### config.mk
export PLATFORM = sky130hd
export DESIGN_NAME = cache_control
export DESIGN_NICKNAME = d
export VERILOG_FILES = /design/src/rtl/lc3b_types.sv /design/src/rtl/cache_control_lru.sv /design/src/rtl/cache_control.sv
export SDC_FILE = /design/constraint.sdc
export NUM_CORES = 1
export LEC_CHECK = 0
export CAP_MARGIN = 20
export CORE_AREA = 2 2 304 306
export CTS_CLUSTER_DIAMETER = 60
export DETAILED_ROUTE_END_ITERATION = 10
export DIE_AREA = 0 0 306 308
export PLACE_DENSITY = 0.37
export SLEW_MARGIN = 0
export SYNTH_ARGS = -nofsm -noshare
export SYNTH_HDL_FRONTEND = slang
export SYNTH_SLANG_ARGS = --single-unit
export TNS_END_PERCENT = 50
### constraint.sdc
create_clock -name clk -period 4.7 [get_ports clk]
set_input_delay 0.705 -clock clk [delete_from_list [all_inputs] [get_ports clk]]
set_output_delay 0.705 -clock clk [all_outputs]
set_load 0.01 [all_outputs]
### src/rtl/lc3b_types.sv
// Shared LC-3b memory-system types plus the cache controller's state encoding
// and byte-merge helper.
package lc3b_types;

    typedef logic [15:0]  lc3b_word;
    typedef logic [8:0]   lc3b_cache_tag;
    typedef logic [2:0]   lc3b_cache_index;
    typedef logic [127:0] lc3b_pmem_line;
    typedef logic [2:0]   lc3b_cache_offset;

    typedef enum logic [1:0] {
        CHECK,
        WRITEBACK,
        ALLOCATE
    } cache_ctrl_state_t;

    // Replace only the enabled byte lanes of one 16-bit word inside a line.
    function automatic lc3b_pmem_line merge_word(
        input lc3b_pmem_line    line,
        input lc3b_cache_offset word,
        input logic [1:0]       byte_enable,
        input lc3b_word         data
    );
        lc3b_pmem_line merged;
        merged = line;
        if (byte_enable[0]) merged[16*word +: 8]     = data[7:0];
        if (byte_enable[1]) merged[16*word + 8 +: 8] = data[15:8];
        return merged;
    endfunction

endpackage

### src/rtl/cache_control_lru.sv
// One LRU bit per set: the stored bit names the way to evict next.
module lru_array #(
    parameter  int NUM_SETS = 8,
    localparam int IDX_W    = $clog2(NUM_SETS)
) (
    input  logic             clk,
    input  logic             reset_n,
    input  logic             load,
    input  logic [IDX_W-1:0] index,
    input  logic             din,
    output logic             dout
);

    logic [NUM_SETS-1:0] lru_bits;

    // NOTE: this array is only NUM_SETS flops, so it is reset with everything
    // else; a large RAM-backed array would be left unreset.
    always_ff @(posedge clk or negedge reset_n) begin
        if (!reset_n) begin
            lru_bits <= '0;
        end else if (load) begin
            lru_bits[index] <= din;
        end
    end

    assign dout = lru_bits[index];

endmodule

### src/rtl/cache_control.sv
// Sequencing controller for a 2-way set-associative L1 cache: hit detection,
// LRU victim selection, dirty write-back, line refill and hit/miss statistics.
module cache_control
    import lc3b_types::*;
#(
    parameter int NUM_SETS = 8,
    parameter int CNT_W    = 16
) (
    input  logic             clk,
    input  logic             reset_n,
    input  logic             mem_read,
    input  logic             mem_write,
    input  logic [1:0]       mem_byte_enable,
    input  logic [15:0]      mem_address,
    input  logic [15:0]      mem_wdata,
    output logic [15:0]      mem_rdata,
    output logic             mem_resp,
    output logic             pmem_read,
    output logic             pmem_write,
    output logic [15:0]      pmem_address,
    output logic [127:0]     pmem_wdata,
    input  logic [127:0]     pmem_rdata,
    input  logic             pmem_resp,
    input  logic [1:0]       way_valid,
    input  logic [1:0]       way_dirty,
    input  logic [8:0]       way0_tag,
    input  logic [8:0]       way1_tag,
    input  logic [127:0]     way0_data,
    input  logic [127:0]     way1_data,
    output logic [1:0]       way_load,
    output logic             way_write_type,
    output logic [127:0]     line_wdata,
    output logic [8:0]       line_tag,
    output logic [2:0]       array_index,
    output logic [CNT_W-1:0] hit_count,
    output logic [CNT_W-1:0] miss_count
);

    cache_ctrl_state_t state;
    logic              victim;
    logic              req;
    logic [1:0]        hit;
    logic              any_hit;
    logic              hit_way;
    logic              lru_bit;
    logic              lru_load;
    lc3b_cache_tag     req_tag;
    lc3b_cache_index   index;
    lc3b_cache_offset  word;
    lc3b_pmem_line     hit_line;
    lc3b_pmem_line     victim_line;
    lc3b_cache_tag     victim_tag;
    logic              unused_byte_bit;

    assign req_tag         = mem_address[15:7];
    assign index           = mem_address[6:4];
    assign word            = mem_address[3:1];
    assign unused_byte_bit = mem_address[0];
    assign array_index     = index;

    assign req     = mem_read | mem_write;
    assign hit[0]  = way_valid[0] & (way0_tag == req_tag);
    assign hit[1]  = way_valid[1] & (way1_tag == req_tag);
    assign any_hit = |hit;
    // Way 0 wins if both ways claim the tag.
    assign hit_way  = ~hit[0];
    assign hit_line = hit[0] ? way0_data : way1_data;

    assign victim_line = victim ? way1_data : way0_data;
    assign victim_tag  = victim ? way1_tag  : way0_tag;

    assign lru_load = (state == CHECK) & req & any_hit;

    lru_array #(.NUM_SETS(NUM_SETS)) u_lru (
        .clk     (clk),
        .reset_n (reset_n),
        .load    (lru_load),
        .index   (index),
        .din     (~hit_way),
        .dout    (lru_bit)
    );

    // Outputs decode straight from state so a hit responds in its own cycle
    // and an async reset drops every strobe at once.
    // NOTE: every output gets a default first so no path leaves a latch.
    always_comb begin
        mem_rdata      = '0;
        mem_resp       = 1'b0;
        pmem_read      = 1'b0;
        pmem_write     = 1'b0;
        pmem_address   = '0;
        pmem_wdata     = '0;
        way_load       = '0;
        way_write_type = 1'b0;
        line_wdata     = '0;
        line_tag       = '0;
        if (reset_n) begin
            case (state)
                CHECK: begin
                    if (req && any_hit) begin
                        mem_resp  = 1'b1;
                        mem_rdata = hit_line[16*word +: 16];
                        if (mem_write) begin
                            way_load[hit_way] = 1'b1;
                            way_write_type    = 1'b1;
                            line_tag          = req_tag;
                            line_wdata        = merge_word(hit_line, word, mem_byte_enable, mem_wdata);
                        end
                    end
                end
                WRITEBACK: begin
                    pmem_write   = 1'b1;
                    pmem_address = {victim_tag, index, 4'b0000};
                    pmem_wdata   = victim_line;
                end
                ALLOCATE: begin
                    pmem_read    = 1'b1;
                    pmem_address = {req_tag, index, 4'b0000};
                    if (pmem_resp) begin
                        way_load[victim] = 1'b1;
                        line_wdata       = pmem_rdata;
                        line_tag         = req_tag;
                    end
                end
                default: ;
            endcase
        end
    end

    // NOTE: state and counters use non-blocking assignments so every flop
    // samples the pre-edge values regardless of statement order.
    always_ff @(posedge clk or negedge reset_n) begin
        if (!reset_n) begin
            state      <= CHECK;
            victim     <= 1'b0;
            hit_count  <= '0;
            miss_count <= '0;
        end else begin
            case (state)
                CHECK: begin
                    if (req && any_hit) begin
                        if (hit_count != '1) hit_count <= hit_count + 1'b1;
                    end else if (req) begin
                        if (miss_count != '1) miss_count <= miss_count + 1'b1;
                        // Victim is frozen here for the whole miss sequence.
                        victim <= lru_bit;
                        state  <= (way_valid[lru_bit] & way_dirty[lru_bit]) ? WRITEBACK : ALLOCATE;
                    end
                end
                WRITEBACK: if (pmem_resp) state <= ALLOCATE;
                ALLOCATE:  if (pmem_resp) state <= CHECK;
                default:   state <= CHECK;
            endcase
        end
    end

endmodule

==> flow_summary.yaml <==
placed_design:
  port_buffers: 777
  preCtsSetupSlack_ns: -0.2375
  placed_cells: 3466
  dpl.hpwl_mm: 78.45
  place.gp.congestion: 0.8546
global_routing:
  grt_usage_pct: 18.63
  grt_pass1_wl_mm: 124.3
  grt_max_degree: 102
  antenna_found_initial: 19
  grt_overflow: 0
  grt_pass1_vias: 15346
sta:
  fin_crit_sh_pct: 98.41
  final-setup-viol-count: 0
  whs_ns: 0.3295
  min_period_ns: 4.625
  fin_ws_ns: 0.07487
  slew_headroom_pct: 33.59
  max_freq_mhz: 216.2
  finClkSkew_ns: 0.007401
  rsz0062_at_grt: "yes"
  worstMarginPinSlew_ns: 0.9908
  final-max-slew-violation-count: 0
  hold_viol: 0
pwr:
  vdd.ir_drop.worst_mv: 0.2084
  cellLeakagePower_nw: 8.860
  power_mw: 4.274
  p_per_area_nw_per_um2: 201.9
drt:
  drtIter0Drc: 835
  finalWirelength_mm: 93.41
  drc: 0
  via_per_inst: 4.288
  antenna_left: 0
  routed_wire_length_per_instance_um: 26.81
  vias: 14941
  first_pass_iters: 6
logic_synthesis:
  syn_inst: 1453
  syn_area_um2: 10310
  synth_area_leaders: "mux2i_1 25%, nor2_1 10%, dfrtp_1 10%"
  yosys.area.top_type: "mux2i_1"
  synthArstFlopShare_pct: 100.0
  ys_seq_area_share_pct: 10.43
  synth_edf_count: 0
  yosysUniqueCellTypes: 43
  yosys_warnings: 0
  synthDominantCellAreaShare_pct: 25.14
  ys_ff_latch: 43
  ys.flop_type: "dfrtp_1"
  avgSynthCellArea_um2: 7.097
clock_network:
  clk_pin_slew_ns: 0.06
  htree_levels: 2
  numCtsBuffers: 5
  cts_tree: "yes"
  clockBufferDepth: 2
  root_buffer: "clkbuf_16"
  insertion_delay_ns: 0.29
  cts.sinks: 43
final_layout:
  syn2layout_area_growth_pct: 105.3
  nFillCells: 10044
  multi_input_area_um2: 8673
  drive_gt1_share_pct: 14.44
  finalNonFillerCells: 3484
  layout.nets: 2748
  seqCellArea_um2: 1080
die:
  dieArea_um2: 94250
  core_um2: 90970
  die_y_um: 308
  die_x_um: 306
  row_count: 111
  initial_core_util_pct: 11.34
  top_level_ports: 783
setup_path:
  cp.required_ns: 3.99
  crit_type: "in -> out"
  endpoint_kind: "output pin"
  max_stage_delay_ns: 0.62
  cp_num_buf_inv: 5
  cp_cell_sequence: "clkdlybuf4s50_1, xnor2_1, nand4_1, or3_4, buf_12, buf_6, a21oi_4, nand2_1, buf_12, o21ai_0, clkdlybuf4s50_1"
  path_delay_family: "buffers and inverters"
  cpMaxStageDelayCell: "clkdlybuf4s50_1"
  start_kind: "input pin"
  crit_fanout: 25
  cp.arrival_ns: 3.92
outcome:
  status: "finished clean"
run:
  drv_cap: 0
worst_hold_path:
  holdCritPathClass: "in -> async"
[final timing paths]
path | startpoint | end | slack [ns] | cells after the start
setup / recovery | way0_tag[8] | line_wdata[99] | 0.07 | 11
hold / removal | reset_n | state[1]$_DFFE_PN0P_ | 0.33 | 1
setup reg to reg | miss_count[5]$_DFFE_PN0P_ | miss_count[1]$_DFFE_PN0P_ | 2.11 | 6
hold reg to reg | hit_count[14]$_DFFE_PN0P_ | hit_count[14]$_DFFE_PN0P_ | 0.50 | 1
max in group asynchronous | reset_n | hit_count[3]$_DFFE_PN0P_ | 3.52 | 2
min in group clk | hit_count[14]$_DFFE_PN0P_ | hit_count[14]$_DFFE_PN0P_ | 0.50 | 1
[state kept, by name (all words and copies together) (netlist names)]
name / count
hit_count: 16
miss_count: 16
state: 2
u_lru.lru_bits: 8
victim: 1
[synth_stat cells (4+ instances only)]
cell / n
a22oi_1: 111
buf_4: 13
mux2_2: 17
and2_1: 20
xor2_1: 19
a31oi_1: 34
buf_2: 22
nor2b_1: 13
nor3_1: 10
mux2i_1: 259
nand3_1: 73
buf_1: 32
nand2_1: 71
inv_1: 12
a22o_1: 11
clkbuf_1: 93
ha_1: 12
nor2_1: 288
o21ai_0: 80
and3_1: 24
a21oi_1: 92
xnor2_1: 30
dfrtp_1: 43
mux4_2: 32
nand4_1: 11
nor4_1: 4
[cells by family after synthesis]
kind of cell / share of synthesized area [%]
xor+xnor: 4.162
compound gates: 19.97
fa+ha+maj: 1.456
buf+inv: 7.219
simple gates: 22.74
other cells: 0.03636
mux: 33.98
flops: 10.43
[metrics by stage]
stage               TNS (ns)  utilization, %  cell area [um2]
floorplan                  0               -            10320
global placement      -2.145           22.88            20810
detailed placement    -1.880           22.88            20810
CTS                  -0.1337           23.12            21030
global route        -0.02284           23.27            21170
finish                     0           23.28            21180
[power breakdown]
part / internal (mW) / total (mW) / switching, mW
clock network: 0.251 / 0.395 / 0.145
logic: 1.61 / 3.32 / 1.70
registers: 0.410 / 0.562 / 0.152
total: 2.27 / 4.27 / 2.00
[layout by cell type (no fill, tap or decap), types with 4 or more instances in the layout]
master             n
a21oi_1           91
a22o_1            11
and3_1            23
nand2_1           69
mux4_2            32
a22oi_1          111
nor2b_2            5
xnor2_1           27
a31oi_1           34
dlymetal6s2s_1    10
o21ai_0           77
clkdlybuf4s50_1  739
nor2_2             4
nor3_1            10
and2_1            18
nor2b_1            8
nor4_1             4
buf_12            27
buf_4            197
dlygate4sd2_1     10
nand3_1           73
nor2_1           284
diode_2            6
ha_1              12
dfrtp_1           42
mux2i_2           11
inv_1             12
mux2i_1          245
xor2_1            19
conb_1             4
nand4_1           11
mux2_2            17
clkbuf_16          6
[timing repair]
action / 4_1_cts / 5_1_grt
pin swaps: 2 / 4
setup endpoints to repair: 25 / 61
buffers inserted: 0 / 3
hold buffers: 0 / 0
cloned: 0 / 1
gates resized for setup: 25 / 23
[area by class of cell]
class / count / share of cell area [%]
repair buffers: 989 / 45.80
multi-input cells: 1237 / 40.96
well taps: 1186 / 7.008
flip-flops and latches: 43 / 5.099
clock buffers: 5 / 0.5909
inverters: 15 / 0.2659
clock inverters: 3 / 0.2068
diodes: 6 / 0.07091
[metal layers]
layer,GRT usage (%),up-vias,wire (um)
met2,32.67,634,45400
met3,4.123,79,6286
met1,23.30,7269,39820
li1,-,6943,-
met4,3.689,16,1799
met5,0,-,103
(Power assumes the default switching activity.)
==> edit (same settings) <==
Reset style: synchronous (`reset_n`), changed in 2 clocked blocks. Comments in the files are not updated.
--- a/src/rtl/cache_control_lru.sv
+++ b/src/rtl/cache_control_lru.sv
@@ -16,5 +16,5 @@
     // NOTE: this array is only NUM_SETS flops, so it is reset with everything
     // else; a large RAM-backed array would be left unreset.
-    always_ff @(posedge clk or negedge reset_n) begin
+    always_ff @(posedge clk) begin
         if (!reset_n) begin
             lru_bits <= '0;
--- a/src/rtl/cache_control.sv
+++ b/src/rtl/cache_control.sv
@@ -130,5 +130,5 @@
     // NOTE: state and counters use non-blocking assignments so every flop
     // samples the pre-edge values regardless of statement order.
-    always_ff @(posedge clk or negedge reset_n) begin
+    always_ff @(posedge clk) begin
         if (!reset_n) begin
             state      <= CHECK;
Behaviour: not the same (a bounded check fails within 4 cycles, from zero or initial values and one cycle with reset_n low; the reset may be asserted at any time).
==> edit against the unedited design <==
  * Utilization rose by 0.28 points
  * Wire length grew 6.4%
  * Cell area is 1.2% higher
  * Power fell by 40%
  * Worst setup slack got worse by 0.046 ns
  * Sequential cell count is the same
  * Synthesized area increased by 0.91%
  * Sequential power shrank 27%
  * Highest routed layer unchanged
==> edit: results (changes against the unedited design) <==
set qor(outcome) {finished clean}
set qor(netlist_instances) 1544 ;# +6.3%
set qor(gr-usage-met3) 0.0469 ;# +0.00570
set qor(ys_top_cells_by_count) {sky130_fd_sc_hd__nor2_1 (316), sky130_fd_sc_hd__mux2i_1 (276), sky130_fd_sc_hd__nand2_1 (178), sky130_fd_sc_hd__a21oi_1 (142), sky130_fd_sc_hd__clkbuf_1 (97)}
set qor(async_flop_share) 0 ;# -1.00
set qor(detailed_place_hpwl_um) 84600 ;# +7.8%
set qor(final_net_count) 2840 ;# +3.3%
set qor(maximum_number_of_pins_on_one_net_before_global_route_repair) 59 ;# -42%
set qor(ctsResizeCount) 55 ;# +120%
set qor(synth_seq_area_share) 0.0827 ;# -0.0216
set qor(wl_met3_um) 6620 ;# +5.3%
set qor(fill_cells) 10158 ;# +1.1%
set qor(critical_path_peak_fanout) 21 ;# -16%
set qor(synthMuxAreaShare) 0.325 ;# -0.0148
set qor(compound_gate_portion_of_the_synthesized_area) 0.216 ;# +0.0164
set qor(grt_use_total) 0.199 ;# +0.0126
set qor(grt_use_met2) 0.360 ;# +0.0335
set qor(worst_path_largest_cell_delay_ns) 0.48 ;# -0.14 ns
set qor(layout-drive-gt1-share) 0.140 ;# -0.00431
set qor(post_synth_num_cell_types) 53 ;# +23%
set qor(headroom_to_the_max_slew_limit) 0.320 ;# -0.0155
set qor(grt.met1_usage) 0.244 ;# +0.0106
set qor(timing.critical_path.arrival_ns) 3.97 ;# +0.05 ns
set qor(post_synthesis_share_of_cell_area_spent_on_xor_and_xnor_gates) 0.0353 ;# -0.00627
set qor(routabilityCongestion) 0.882 ;# +3.2%
set qor(synth-main-ff-cell) {sky130_fd_sc_hd__dfxtp_1}
set qor(post_drt_wl_per_cell_um) 27.8 ;# +3.7%
set qor(net-switching-power_mw) 1.04 ;# -48%
set qor(postPlaceCellArea_sq_um) 20900 ;# +0.23%
set qor(place_worst_setup_slack_ns) -0.377 ;# -0.140 ns
set qor(post-cts-setup-buffer-count) 1 ;# +1
set qor(cellLeakagePower_nw) 8.43 ;# -4.9%
set qor(met1_length_um) 42000 ;# +5.4%
set qor(grt_first_pass_wirelength_um) 133000 ;# +7.0%
[edit: area by class of cell]
type                    instances  area share
inverters                      12     0.00222
flip-flops and latches         43      0.0403
well taps                    1186      0.0692
clock inverters                 1     0.00140
diodes                          5    0.000584
multi-input cells            1337       0.428
clock buffers                   7     0.00718
repair buffers                984       0.451
[edit: power groups by stage]
stage	sequential (mW)	combinational, mW	clock (mW)
finish	0.411	1.72	0.428
floorplan	0.388	0.674	0
global placement	0.421	1.70	0
CTS	0.414	1.73	0.440
detailed placement	0.422	1.70	0
global route	0.414	1.83	0.452
[edit: path summary, 6_finish.rpt]
check                     from           endpoint  slack, ns  depth (start not counted)
max            mem_address[10]    line_wdata[105]       0.03                         12
min          u_lru.lru_bits[4]  u_lru.lru_bits[4]       0.50                          2
max reg2reg      miss_count[8]     miss_count[15]       2.54                          7
min reg2reg  u_lru.lru_bits[4]  u_lru.lru_bits[4]       0.50                          2
